$ cat config.mk
export PLATFORM = sky130hd
export DESIGN_NAME = pwm_soft_start_seq_flat
export DESIGN_NICKNAME = d
export VERILOG_FILES = /design/src/rtl/pwm_soft_start_seq_if.sv /design/src/rtl/pwm_soft_start_seq.sv /design/src/flat_wrapper.sv
export SDC_FILE = /design/constraint.sdc
export NUM_CORES = 1
export LEC_CHECK = 0
export CAP_MARGIN = 20
export CORE_UTILIZATION = 40
export CTS_CLUSTER_DIAMETER = 30
export DETAILED_ROUTE_END_ITERATION = 10
export PLACE_DENSITY = 0.62
export SLEW_MARGIN = 30
export SYNTH_ARGS = -nofsm -noshare
export SYNTH_HDL_FRONTEND = slang
export SYNTH_SLANG_ARGS = --single-unit
$ cat constraint.sdc
create_clock -name clk -period 6.2 [get_ports clk]
set_input_delay 0.93 -clock clk [delete_from_list [all_inputs] [get_ports clk]]
set_output_delay 0.93 -clock clk [all_outputs]
set_load 0.02 [all_outputs]
$ cat src/rtl/pwm_soft_start_seq_if.sv
// Control/status bundle between the register file, the PWM counter and the soft-start sequencer.
// master drives the requests and duty settings; slave (the sequencer) returns duty/load/status.
interface pwm_soft_start_seq_if #(
  parameter int unsigned WIDTH     = 16,
  parameter int unsigned CNT_WIDTH = 3
);
  logic                 enable;
  logic                 ss_req;
  logic                 period_start;
  logic [WIDTH-1:0]     target_duty;
  logic [7:0]           duty_step;
  logic [CNT_WIDTH-1:0] periods_per_step;
  logic [WIDTH-1:0]     duty_out;
  logic                 load;
  logic                 busy;
  logic                 done;

  modport master (
    output enable, ss_req, period_start, target_duty, duty_step, periods_per_step,
    input  duty_out, load, busy, done
  );

  modport slave (
    input  enable, ss_req, period_start, target_duty, duty_step, periods_per_step,
    output duty_out, load, busy, done
  );
endinterface

$ cat src/rtl/pwm_soft_start_seq.sv
// Soft-start sequencer: ramps a PWM channel's duty to its target in period-aligned steps, then
// passes programmed duty through, issuing shadow-load pulses only at safe points.
module pwm_soft_start_seq #(
  parameter int unsigned WIDTH     = 16,
  parameter int unsigned CNT_WIDTH = 3
) (
  input  logic                  clk,
  input  logic                  reset_n,
  pwm_soft_start_seq_if.slave   bus
);

  typedef enum logic [1:0] {StIdle, StRamp, StRun} state_e;

  state_e               state_q, state_d;
  logic [WIDTH-1:0]     duty_q, duty_d;
  logic [CNT_WIDTH-1:0] cnt_q, cnt_d;
  logic                 load_q, load_d;
  logic                 done_q, done_d;

  logic [7:0]           step_eff;
  logic [WIDTH:0]       duty_sum;
  logic [WIDTH:0]       target_ext;
  logic [WIDTH-1:0]     duty_next;

  // One bit of headroom so the step add saturates at target instead of wrapping.
  always_comb begin
    step_eff   = (bus.duty_step == 8'd0) ? 8'd1 : bus.duty_step;
    duty_sum   = {1'b0, duty_q} + {{(WIDTH - 7){1'b0}}, step_eff};
    target_ext = {1'b0, bus.target_duty};
    duty_next  = (duty_sum > target_ext) ? bus.target_duty : duty_sum[WIDTH-1:0];
  end

  always_comb begin
    state_d = state_q;
    duty_d  = duty_q;
    cnt_d   = cnt_q;
    load_d  = 1'b0;
    done_d  = 1'b0;

    case (state_q)
      StIdle: begin
        if (bus.enable && bus.ss_req) begin
          state_d = StRamp;
          duty_d  = '0;
          cnt_d   = '0;
          load_d  = 1'b1;
        end
      end
      StRamp, StRun: begin
        if (!bus.enable) begin
          // Force-off is immediate, not period aligned.
          state_d = StIdle;
          duty_d  = '0;
          cnt_d   = '0;
          load_d  = 1'b1;
        end else if (bus.ss_req) begin
          state_d = StRamp;
          duty_d  = '0;
          cnt_d   = '0;
          load_d  = 1'b1;
        end else if (bus.period_start) begin
          if (state_q == StRamp) begin
            if (cnt_q == bus.periods_per_step) begin
              cnt_d  = '0;
              duty_d = duty_next;
              load_d = 1'b1;
              if (duty_next == bus.target_duty) begin
                state_d = StRun;
                done_d  = 1'b1;
              end
            end else begin
              cnt_d = cnt_q + 1'b1;
            end
          end else if (bus.target_duty != duty_q) begin
            duty_d = bus.target_duty;
            load_d = 1'b1;
          end
        end
      end
      default: begin
        state_d = StIdle;
        duty_d  = '0;
        cnt_d   = '0;
      end
    endcase
  end

  always_ff @(posedge clk) begin
    if (!reset_n) begin
      state_q <= StIdle;
      duty_q  <= '0;
      cnt_q   <= '0;
      load_q  <= 1'b0;
      done_q  <= 1'b0;
    end else begin
      state_q <= state_d;
      duty_q  <= duty_d;
      cnt_q   <= cnt_d;
      load_q  <= load_d;
      done_q  <= done_d;
    end
  end

  assign bus.duty_out = duty_q;
  assign bus.load     = load_q;
  assign bus.busy     = (state_q == StRamp);
  assign bus.done     = done_q;

endmodule

$ cat src/flat_wrapper.sv
// flat-port wrapper written by rule: the top's interface ports become plain ports
module pwm_soft_start_seq_flat 
#(
  parameter int unsigned WIDTH     = 16,
  parameter int unsigned CNT_WIDTH = 3
)
  (clk, reset_n, bus_enable, bus_ss_req, bus_period_start, bus_target_duty, bus_duty_step, bus_periods_per_step, bus_duty_out, bus_load, bus_busy, bus_done);
  pwm_soft_start_seq_if #(.WIDTH(WIDTH), .CNT_WIDTH(CNT_WIDTH)) bus_i ();
  input  logic clk;
  input  logic reset_n;
  input wire logic [$bits(bus_i.enable)-1:0] bus_enable;
  input wire logic [$bits(bus_i.ss_req)-1:0] bus_ss_req;
  input wire logic [$bits(bus_i.period_start)-1:0] bus_period_start;
  input wire logic [$bits(bus_i.target_duty)-1:0] bus_target_duty;
  input wire logic [$bits(bus_i.duty_step)-1:0] bus_duty_step;
  input wire logic [$bits(bus_i.periods_per_step)-1:0] bus_periods_per_step;
  output wire logic [$bits(bus_i.duty_out)-1:0] bus_duty_out;
  output wire logic [$bits(bus_i.load)-1:0] bus_load;
  output wire logic [$bits(bus_i.busy)-1:0] bus_busy;
  output wire logic [$bits(bus_i.done)-1:0] bus_done;
  assign bus_i.enable = bus_enable;
  assign bus_i.ss_req = bus_ss_req;
  assign bus_i.period_start = bus_period_start;
  assign bus_i.target_duty = bus_target_duty;
  assign bus_i.duty_step = bus_duty_step;
  assign bus_i.periods_per_step = bus_periods_per_step;
  assign bus_duty_out = bus_i.duty_out;
  assign bus_load = bus_i.load;
  assign bus_busy = bus_i.busy;
  assign bus_done = bus_i.done;
  pwm_soft_start_seq #(.WIDTH(WIDTH), .CNT_WIDTH(CNT_WIDTH)) u_core (.clk(clk), .reset_n(reset_n), .bus(bus_i));
endmodule
==> impl_metrics.tcl, run 1 <==
set metrics [dict create \
    outcome "complete, but fails checks" \
    violations "design-rule violations" \
    hold_buffers 0 \
    root_buffer "clkbuf_8" \
    viasPerCell 5.628 \
    cts_buffers 3 \
    cts.sinks 23 \
    firstDrtPassIters 8 \
    antenna_found_initial 0 \
    htreeDepth 1 \
    grt_max_degree 33 \
    synth_ff_type "dfxtp_1" \
    ys_warn_count 0 \
    hold_path_class "reg2reg" \
    cellPowerDensity_nw_per_um2 110.4 \
    crit_chain "clkdlybuf4s50_1, nor4_1, a21o_1, ha_1, inv_1, fa_1, nand2b_1, a21o_1, a21o_1, nor2_1, xnor2_1, ha_1, a21o_1, a211o_1, a221oi_1, o21ai_0, a221oi_2, nor2b_1, a21oi_1, o22ai_1" \
    avgSynthCellArea_um2 7.396 \
    dp_hpwl_um 6087 \
    finalCritPeriodShare 0.8899 \
    grt_use_total 0.2141 \
    final.setup_skew_ns 0.005080 \
    routedWlPerCell_um 15.46 \
    area_growth_pct 21.24 \
    grt_overflow 0 \
    leakage_nw 1.352 \
    synth_async_sr_flop_share 0 \
    io_buffers 50 \
    final_area_um2 3336 \
    dpl_cell_area_um2 3287 \
    rsz0062_at_grt "false" \
    cts.path.max_buffers 2 \
    path_clk_slew_ns 0.09 \
    layout.nets 472 \
    placed_cells 483 \
    slew_headroom 0.4851 \
    setup_tns_ns 0 \
    cts_tree "built" \
    drcViolationCount 3 \
    ios 51 \
    ys_ff_latch 23 \
    netlist_area_um2 2751 \
    post_cts_buffers 0 \
    drt-total-wl_um 7529 \
    postLayoutCoreUtil 0.5136 \
    ir_worst_vdd_mv 0.07339 \
    nFillCells 655 \
    r2r_start "u_core.bus.duty_out[0]$_SDFFE_PN0P_" \
    drv_cap 0 \
    dieArea_um2 7214 \
    cts_resized 0 \
    die_w_um 84.94 \
    core_area_um2 6495 \
    startpoint "bus_duty_step[5]" \
    p_total_mw 0.3682 \
    required_ns 6.40 \
    path_common_cell "a21o_1" \
    hp-start "u_core.bus.duty_out[2]$_SDFFE_PN0P_" \
    grt_pass1_wl_um 12500 \
    final-instance-count-excl-fill 487 \
    ys_types 57 \
    setup_violations 0 \
    place_congestion 0.8864 \
    drv_slew 0 \
    synth-edff-count 0 \
    critPathKind "in2reg" \
    num_rows 29 \
    cp-end-kind "register" \
    grt_pass1_vias 2529 \
    start_util 0.4236 \
    ant_nets 0 \
    yosysSeqAreaShare 0.1673 \
    crit_path_start_kind "primary input" \
    slowest_stage "nor2b_1" \
    syn-num-nets 433 \
    finalCriticalPeriod_ns 5.518 \
    slowest_delay_ns 0.45 \
    hold_viol 0 \
    via_count 2741 \
    clk_latency_ns 0.27 \
    antenna_cells 0 \
    synthCells 372 \
    drive_gt1_frac 0.04634 \
    cp.arrival_ns 5.71 \
    tightest_slew_ns 0.7715 \
    initialDrtViolationCount 129 \
    die_h_um 84.94 \
    cp_max_fo 5 \
    max_freq_mhz 181.2 \
]
==> placed cells by master (no fill, tap or decap), drive strengths merged, types with 9 or more instances in the layout <==
| cell type | instances |
|---|---|
| nor2 | 38 |
| dfxtp | 23 |
| inv | 33 |
| a21oi | 35 |
| xor2 | 17 |
| nand4 | 9 |
| a21o | 12 |
| o21ai | 25 |
| ha | 28 |
| clkdlybuf4s50 | 50 |
| xnor2 | 24 |
| nand2 | 27 |
==> logic make-up after synthesis <==
group | count (synthesis) | synth area share
compound gates | 113 | 0.2770
simple gates | 112 | 0.1996
buf+inv | 51 | 0.07276
xor+xnor | 41 | 0.1373
fa+ha+maj | 29 | 0.1346
flops | 23 | 0.1673
mux | 3 | 0.01137
==> synth_stat cells, drive strengths merged (2+ instances only) <==
cell type	n	area (um2)
a2111oi	3	63.81
a211oi	2	15.01
a21boi	2	15.02
a21o	12	90.09
a21oi	35	175.2
a221oi	2	23.77
a22oi	4	30.03
a31oi	6	37.54
and2	3	18.77
and3	3	18.77
buf	7	35.03
clkbuf	11	41.29
dfxtp	23	460.4
ha	28	350.3
inv	33	123.9
mux2i	2	20.02
nand2	27	101.4
nand2b	3	18.77
nand3	8	45.04
nand4	9	56.30
nor2	38	145.1
nor2b	5	31.28
nor3	3	15.01
nor4	5	37.53
o211ai	4	30.03
o21a	2	15.01
o21ai	25	125.1
o22ai	6	37.54
or3	3	18.77
or4	2	18.77
xnor2	24	229.0
xor2	17	148.9
==> per-layer routing <==
metal | GRT usage | part of all wire
met5 | 0 | 0
met2 | 0.3622 | 0.47
met4 | 0.02619 | 0.0068
met3 | 0.02724 | 0.042
met1 | 0.2997 | 0.49
==> registers in the layout, indices dropped and copies added (netlist names) <==
signal	count
u_core.bus.done	1
u_core.bus.duty_out	16
u_core.bus.load	1
u_core.cnt_q	3
u_core.state_q	2
==> power breakdown <==
group	leakage (nW)	total (mW)	switching (mW)	internal, mW
Combinational	1.14	0.117	0.0633	0.0536
Clock	0.0217	0.102	0.0559	0.0456
Sequential	0.186	0.150	0.000981	0.149
Total	1.35	0.368	0.120	0.248
==> per-stage QoR <==
step	worst slack [ns]	hold slack [ns]
4_1_cts	0.6898	0.5397
2_1_floorplan	1.153	0.5068
3_3_place_gp	0.5126	0.5206
6_report	0.6824	0.5347
3_5_place_dp	0.4275	0.5241
5_1_grt	0.3807	0.5614
==> worst paths after layout <==
path                                           to  slack [ns]  cells past startpoint
max          u_core.bus.duty_out[15]$_SDFFE_PN0P_        0.68                     20
min           u_core.bus.duty_out[2]$_SDFFE_PN0P_        0.53                      2
max reg2reg  u_core.bus.duty_out[15]$_SDFFE_PN0P_        1.75                     17
min reg2reg   u_core.bus.duty_out[2]$_SDFFE_PN0P_        0.53                      2
==> worst max-delay path, delay by kind of cell <==
family / cells / cell delay [ns]
AO/OA/AOI/OAI: 10 / 2.06
adder cells (fa/ha/maj): 3 / 0.84
XOR/XNOR: 1 / 0.16
AND/OR/NAND/NOR: 4 / 1.21
buffers and inverters: 2 / 0.49
==> cell type report <==
cell class                      instances  area, um2  area share
Sequential cell                        23      460.4      0.1380
Clock inverter                          1      7.507    0.002251
Timing Repair Buffer                   52      515.5      0.1545
Multi-Input combinational cell        298       2091      0.6268
Inverter                               33      123.9     0.03713
Tap cell                               77      96.34     0.02888
Clock buffer                            3      41.29     0.01238
Power figures use the tool's default switching activity.
==> inputs of run 2 (changes only) <==
- TNS_END_PERCENT: not set -> 100
==> results of run 2 <==
No change in the layout: final DEF, timing and power equal those of run 1.
